### config.mk
export PLATFORM = sky130hd
export DESIGN_NAME = pulse_period_monitor
export DESIGN_NICKNAME = d
export VERILOG_FILES = /design/src/rtl/timing_pkg.sv /design/src/rtl/pulse_period_monitor.sv
export SDC_FILE = /design/constraint.sdc
export NUM_CORES = 1
export LEC_CHECK = 0
export BUFFER_PORTS_ARGS = -buffer_cell sky130_fd_sc_hd__clkbuf_2
export CAP_MARGIN = 20
export CORE_MARGIN = 2
export CORE_UTILIZATION = 61
export CTS_CLUSTER_SIZE = 20
export DETAILED_ROUTE_END_ITERATION = 8
export GPL_TIMING_DRIVEN = 0
export HOLD_SLACK_MARGIN = 0.08
export PLACE_DENSITY = 0.88
export SETUP_SLACK_MARGIN = 0.3
export SYNTH_ARGS = -nofsm -noshare
export SYNTH_HDL_FRONTEND = slang
export SYNTH_SLANG_ARGS = --single-unit
export TNS_END_PERCENT = 50
### constraint.sdc
create_clock -name clock -period 5.3 [get_ports clock]
set_clock_uncertainty 0.2 [all_clocks]
set_input_delay 1.325 -clock clock [delete_from_list [all_inputs] [get_ports clock]]
set_output_delay 1.325 -clock clock [all_outputs]
set_load 0.01 [all_outputs]
### src/rtl/timing_pkg.sv
// Shared types and helpers for the periodic-tick producer/consumer modules.
package timing_pkg;

    typedef enum logic [1:0] {
        PM_IDLE,
        PM_RUN,
        PM_TIMEOUT
    } pm_state_t;

    // Bits needed to hold any value in 0..max_val.
    function automatic int cnt_width(input int max_val);
        return (max_val < 1) ? 1 : $clog2(max_val + 1);
    endfunction

endpackage

### src/rtl/pulse_period_monitor.sv
// Measures clocks between single-cycle strobes, flags early/late intervals and
// reports lock after a run of in-range intervals. All outputs registered.
module pulse_period_monitor
    import timing_pkg::*;
#(
    parameter int expected_count = 6_000_000,
    parameter int tolerance      = 1000,
    parameter int lock_count     = 4,
    localparam int W             = cnt_width(expected_count + tolerance)
) (
    input  logic         clock,
    input  logic         reset,
    input  logic         clear,
    input  logic         pulse,
    output logic [W-1:0] period,
    output logic         period_valid,
    output logic         early,
    output logic         timeout,
    output logic         locked
);

    localparam int GW = cnt_width(lock_count);
    localparam logic [W-1:0]  MAX_C  = W'(expected_count + tolerance);
    localparam logic [W-1:0]  MIN_C  = W'(expected_count - tolerance);
    localparam logic [W-1:0]  ONE    = W'(1);
    localparam logic [GW-1:0] LOCK_N = GW'(lock_count);

    if (expected_count < 2) begin : g_bad_expected
        $error("pulse_period_monitor: expected_count must be >= 2");
    end
    if (tolerance < 0 || tolerance >= expected_count) begin : g_bad_tolerance
        $error("pulse_period_monitor: tolerance must be in [0, expected_count)");
    end
    if (lock_count < 1) begin : g_bad_lock
        $error("pulse_period_monitor: lock_count must be >= 1");
    end

    pm_state_t     state_q, state_d;
    logic [W-1:0]  count_q, count_d;
    logic [W-1:0]  period_q, period_d;
    logic          period_valid_q, period_valid_d;
    logic          early_q, early_d;
    logic          timeout_q, timeout_d;
    logic          locked_q, locked_d;
    logic [GW-1:0] good_q, good_d;

    always_comb begin
        state_d        = state_q;
        count_d        = count_q;
        period_d       = period_q;
        period_valid_d = 1'b0;
        early_d        = early_q;
        timeout_d      = 1'b0;
        good_d         = good_q;

        if (clear) begin
            state_d  = PM_IDLE;
            count_d  = '0;
            period_d = '0;
            early_d  = 1'b0;
            good_d   = '0;
        end else begin
            unique case (state_q)
                PM_IDLE, PM_TIMEOUT: begin
                    // No trusted reference: a pulse only restarts timing.
                    if (pulse) begin
                        state_d = PM_RUN;
                        count_d = ONE;
                    end
                end
                PM_RUN: begin
                    if (pulse) begin
                        period_d       = count_q;
                        period_valid_d = 1'b1;
                        early_d        = (count_q < MIN_C);
                        count_d        = ONE;
                        if (count_q < MIN_C) begin
                            good_d = '0;
                        end else if (good_q != LOCK_N) begin
                            good_d = good_q + GW'(1);
                        end
                    end else if (count_q == MAX_C) begin
                        timeout_d = 1'b1;
                        good_d    = '0;
                        state_d   = PM_TIMEOUT;
                    end else begin
                        count_d = count_q + ONE;
                    end
                end
                default: begin
                    state_d = PM_IDLE;
                    count_d = '0;
                    good_d  = '0;
                end
            endcase
        end

        locked_d = (good_d == LOCK_N);
    end

    always_ff @(posedge clock) begin
        if (reset) begin
            state_q        <= PM_IDLE;
            count_q        <= '0;
            period_q       <= '0;
            period_valid_q <= 1'b0;
            early_q        <= 1'b0;
            timeout_q      <= 1'b0;
            locked_q       <= 1'b0;
            good_q         <= '0;
        end else begin
            state_q        <= state_d;
            count_q        <= count_d;
            period_q       <= period_d;
            period_valid_q <= period_valid_d;
            early_q        <= early_d;
            timeout_q      <= timeout_d;
            locked_q       <= locked_d;
            good_q         <= good_d;
        end
    end

    assign period       = period_q;
    assign period_valid = period_valid_q;
    assign early        = early_q;
    assign timeout      = timeout_q;
    assign locked       = locked_q;

endmodule
Yosys cells after proc, flatten, opt, wreduce, memory -nomap -nowiden:

Index checks and enable logic that the tools add are counted.

* divide/modulo/power cells: 0
* multiply operators: 0
* mux-type cells: 16
* shift operators: 0
* order comparisons: 1
* reduce and logical (&&, ||, !) cells: 8
* equality and inequality tests: 9
* add/sub/neg operators: 2
* bitwise operators: 1

Operators by type and width (count)
* 2-to-1 mux 23 bit: 3
* case mux 23 bit (2 select lines): 1
* adder 23 x 1 -> 23 bit, second input constant: 1
* equality test 23 bit, second input constant: 1
* less-than comparator 23 bit, second input constant: 1
* 2-to-1 mux 3 bit: 5
* 2-to-1 mux 2 bit: 3
* != test 2 bit, second input constant: 3
* != test 3 bit, second input constant: 2
* case mux 3 bit (2 select lines): 1
* case mux 2 bit (2 select lines): 1
* AND reduction 2 bit: 2
* OR reduction 2 bit: 2
* OR reduction 4 bit: 1
* adder 3 x 1 -> 3 bit, second input constant: 1
* equality test 3 bit, second input constant: 1
* AND reduction 3 bit: 1
* OR reduction 3 bit: 1
* equality test 2 x 1 -> 1 bit, second input constant: 1
* equality test 2 bit, second input constant: 1
* logical NOT 2 bit: 1
* 2-to-1 mux 1 bit: 2
* NOT 1 bit: 1

* latch bits: 0
* bits in read-only memories: 0
* input bits: 4
* bits in writable memories: 0
* register bits: 55
* memories kept: 0

Depth between registers and ports, before layout:

* depth in word-level cells: 7
* gate-level depth with buffers: 7

Least setup slack after synthesis:

No wires, ideal clock.

* path kind: in2reg
* start point: input pulse
* end point: register count_q[13]
* setup slack: 2.331 ns
* cell stages on the path: 6
* setup time: 0.071 ns
* arrival time: 2.698 ns
* path buffers: 2
* cell sequence: buf_2 o2111ai_1 or3_1 clkbuf_1 or3_1 a21oi_1

* longest elaborated chain between the ends: 2
* elaborated cells on any way between the ends: 5
* classes of those cells: eq/ne (2); mux (2); reduce/logical (1)

RTL lines
* start: declaration: line pulse_period_monitor.sv:14 `input logic pulse,`
* 2-to-1 mux 23 bit (tied with other cells): line pulse_period_monitor.sv:72 `if (pulse) begin`
* case mux 23 bit (2 select lines) / AND reduction 2 bit (equally long branches)
* end signal: assignment: line pulse_period_monitor.sv:113 `count_q <= count_d;`
* end: declaration: line pulse_period_monitor.sv:39 `logic [W-1:0] count_q, count_d;`

Several ways; a longest one is shown, not always the timed one.
A chain may end at the register's enable or synchronous reset.

Worst setup path in the final report:

Ends and elaborated chain as after synthesis.

==> metrics.sh <==
STATUS='completed'
DRC=0
HOLD_PATH_CLASS='flip-flop to flip-flop'
CRITICAL_PATH.CELL_CHAIN='buf_2, o2111ai_1, or3_1, clkbuf_1, or3_1, a21oi_1'
R2R_CELLS=6
HOLD-PATH-CELL-COUNT=2
FILLER_CELL_COUNT=313
SYNTH.CELL_AREA_UM2=2460
DETAILED_ROUTER_S_FIRST_ITERATION_VIOLATION_COUNT=142
CTS.REPORTEDPATHS.CLKPINSLEW_PS=100
DETAILED_PLACE_HPWL_MM=3.65
LAYOUT_COMMONEST_CELL='sky130_fd_sc_hd__nand2_1'
CP_SLOWEST_STAGE_DELAY_PS=460
CLOCK_POWER_SHARE_PCT=39.1
WL_PER_CELL_UM=13.2
MOST_FREQUENT_CELLS_IN_THE_LAYOUT='sky130_fd_sc_hd__nand2_1, sky130_fd_sc_hd__dfxtp_1, sky130_fd_sc_hd__a21oi_1'
HOLD_VIOL=0
DRV_CAP=0
GRTUSAGETOTAL_PCT=24.8
POSTROUTEWIRELENGTH_MM=5.10
SEQCELLAREA_UM2=1100
SYN2LAYOUT_AREA_GROWTH_PCT=13.0
VIAS_PER_CELL=5.64
ASYNC_FLOP_SHARE_PCT=0
NUMBER_OF_GATES_RESIZED_AFTER_CTS=0
FINAL_CELLS=385
DESIGN_AREA_UM2=2780
TRITONCTS='yes'
POST_SYNTH_INST_COUNT=298
WL_MET1_MM=2.22
CRITICAL_PATH.STARTPOINT_TYPE='input pin'
SETUP_TNS_PS=0
COMBINED_AREA_OF_THE_MULTI_INPUT_LOGIC_CELLS_UM2=1260
CP_COMMON_CELL='sky130_fd_sc_hd__or3_1'
DRTANTENNAVIOLNETS=0
GRT_REMAINING_OVERFLOW=0
CTS_HOLD_REPAIR.BUFFERS=0
DIE_H_UM=67.5
SYN-MEAN-INSTANCE-AREA_UM2=8.26
ACHIEVABLE-FREQUENCY_GHz=0.340
TIMING.HOLD.WORST_ENDPOINT='period[1]'
IR_DROP_mV=0.214
FINAL.MIN_CLOCK_PERIOD_PS=2940
FLOORPLAN.INITIALDENSITY_PCT=62.5
TIMING.FINAL.SETUP_VIOLATIONS=0
CELL_INTERNAL_PWR_uW=562
CLOCK_LATENCY_PS=310
GRT_PASS1_VIAS=1956
NNETSFINAL=342
CTS_SINKS=55
CRIT_REQUIRED_PS=5350
HIGHEST_LAYER='met4'
NUM_ROWS=23
TIGHTEST_SLEW_PS=605
MET3ROUTEDLENGTH_UM=208
WORST_R2R_STARTPOINT='count_q[10]'
P_SW_uW=158
POST-CTS-SETUP-BUFFERS=0
POWER.SHARE.SWITCHING_PCT=21.9
TIMING.REG2REG.SETUP_SLACK_PS=2970
SYN-NUM-NETS=306
LARGEST_NET_DEGREE_AT_THE_START_OF_GLOBAL_ROUTING=18
TOP_LEVEL_PORTS=31
DRIVE_ABOVE_1_SHARE_PCT=15.2
CLOCKBUFFERDEPTH=2
PLACED_CELLS_INCL_TAPS=377
SYNTH-SEQ-CELLS=55
DIE_X_UM=67.5
FP.DIEAREA_UM2=4560
TRITONCTS.NUM_BUFFERS=5
GP_CONGESTION=0.855
PORT-BUFFER-COUNT=29
CP_MAX_FO=10
CRIT_BUF_INV=2
SYNTH_CELL_TYPES=47
WL_MET2_MM=2.60
GLOBAL_ROUTE_WIRE_LENGTH_BEFORE_REPAIR_MM=8.62
COMB_POWER_SHARE_PCT=3.2
CRITICAL_PATH.SLOWEST_CELL='sky130_fd_sc_hd__or3_1'
FINAL_MAX_SLEW_VIOL_COUNT=0
PLACEDINSTANCEAREA_UM2=2670
SYNTH.YOSYS.SEQ_AREA_SHARE_PCT=44.7
MAX-SLEW-MARGIN-REL_PCT=59.7
FLOORPLAN.CORE_AREA_UM2=3940
CLOCK_TREE.HTREE_LEVEL_COUNT=2
WORST_SETUP_PATH_END_KIND='flip-flop'
YS_WARN_COUNT=0
RR_ENDPOINT='count_q[2]'
STATIC-LEAKAGE-POWER_uW=0.000955
FIRST_PASS_ITERATION_COUNT_OF_THE_DETAILED_ROUTER=4
CRITPATHARRIVALTIME_PS=2990
POWER_SHARE_OF_THE_SEQUENTIAL_GROUP_PCT=57.7
GRT_SETUP_UNREPAIRED='false'
ANTENNADIODECOUNT=0
SYNTHFLOPTYPE='sky130_fd_sc_hd__dfxtp_1'
HOLD_PATH.STARTPOINT='period[1]'
ANTENNA_FOUND_INITIAL=0
FINALCRITPERIODSHARE_PCT=55.5
CLOCK_TREE.ROOT_CELL='sky130_fd_sc_hd__clkbuf_8'
CRITICALPATHCATEGORY='input pin to flip-flop'
ROUTE.VIAS.TOTAL=2173
NUMBER_OF_SYNTHESIZED_FLOPS_WITH_AN_ENABLE_PIN=0
CRIT_FAMILY='simple AND/OR/NAND/NOR gates'
POWER.DENSITY_nW_PER_UM2=258
-- flip-flops by register name, indices dropped and copies added, names as in the netlist --
| register | cells |
|---|---|
| early | 1 |
| count_q | 23 |
| good_q | 3 |
| period | 23 |
| state_q | 2 |
| locked | 1 |
| timeout | 1 |
| period_valid | 1 |
-- cell type report --
type / count / share of cell area, %
Multi-Input combinational cell: 217 / 45.3
Sequential cell: 55 / 39.6
Timing Repair Buffer: 29 / 5.22
Buffer: 19 / 2.70
Clock buffer: 5 / 2.47
Tap cell: 50 / 2.25
Clock inverter: 3 / 1.57
Inverter: 7 / 0.944
-- per-stage QoR --
step                setup WS (ps)  utilization [%]  hold slack (ps)  total power [uW]
global placement             2140             67.7              242               447
floorplan                    2330                -              252               441
global route                 2270             70.6              280               740
CTS                          2400             70.6              261               724
finish                       2360             70.6              259               719
detailed placement           2110             67.7              246               447
-- cells by family after synthesis --
| logic type | Yosys count | share of synthesized area, % |
|---|---|---|
| flops | 55 | 44.7 |
| compound gates | 57 | 15.3 |
| buf+inv | 26 | 4.12 |
| simple gates | 138 | 27.4 |
| fa+ha+maj | 4 | 2.03 |
| xor+xnor | 18 | 6.40 |
-- worst reg2reg max path, cell delays in order, from the launching register on --
cell and delay (ps):
sky130_fd_sc_hd__dfxtp_1 310, sky130_fd_sc_hd__clkbuf_1 180, sky130_fd_sc_hd__or4_1 450, sky130_fd_sc_hd__or4_4 560, sky130_fd_sc_hd__o311ai_2 280, sky130_fd_sc_hd__xor2_1 190
sky130_fd_sc_hd__nor2_1 50
-- power by group through the flow --
stage	logic, uW	registers [uW]	clock network, uW
CTS	22.8	415	286
global placement	22.1	424	0
global route	25.4	415	299
finish	22.7	415	282
floorplan	16.3	424	0
detailed placement	22.7	425	0
-- worst max-delay path by stage --
stage	start	endpoint	slack [ps]	cells after the start
finish	pulse	count_q[13]	2360	6
global route	pulse	count_q[21]	2270	7
CTS	pulse	count_q[13]	2400	6
detailed placement	pulse	count_q[19]	2110	6
global placement	pulse	count_q[21]	2140	7
floorplan	pulse	count_q[13]	2330	6
-- metal layers --
metal,track usage [%],vias to the layer above
met5,0,-
met4,8.93,0
met3,5.83,8
met2,42.9,48
met1,29.7,1032
li1,-,1085
-- synthesized netlist by cell type, types with 5 or more instances --
library cell,instances,share of area [%]
sky130_fd_sc_hd__clkbuf_1,16,2.4
sky130_fd_sc_hd__nand2_1,60,9.1
sky130_fd_sc_hd__inv_1,7,1.1
sky130_fd_sc_hd__nor2b_1,5,1.3
sky130_fd_sc_hd__dfxtp_1,55,45
sky130_fd_sc_hd__nor3_1,9,1.8
sky130_fd_sc_hd__nand3_1,9,1.8
sky130_fd_sc_hd__or3_1,6,1.5
sky130_fd_sc_hd__xnor2_1,10,3.6
sky130_fd_sc_hd__a21oi_1,31,6.3
sky130_fd_sc_hd__nand4_1,5,1.3
sky130_fd_sc_hd__o21ai_0,7,1.4
sky130_fd_sc_hd__nor2_1,25,3.8
sky130_fd_sc_hd__xor2_1,8,2.8
(Power assumes the default switching activity.)
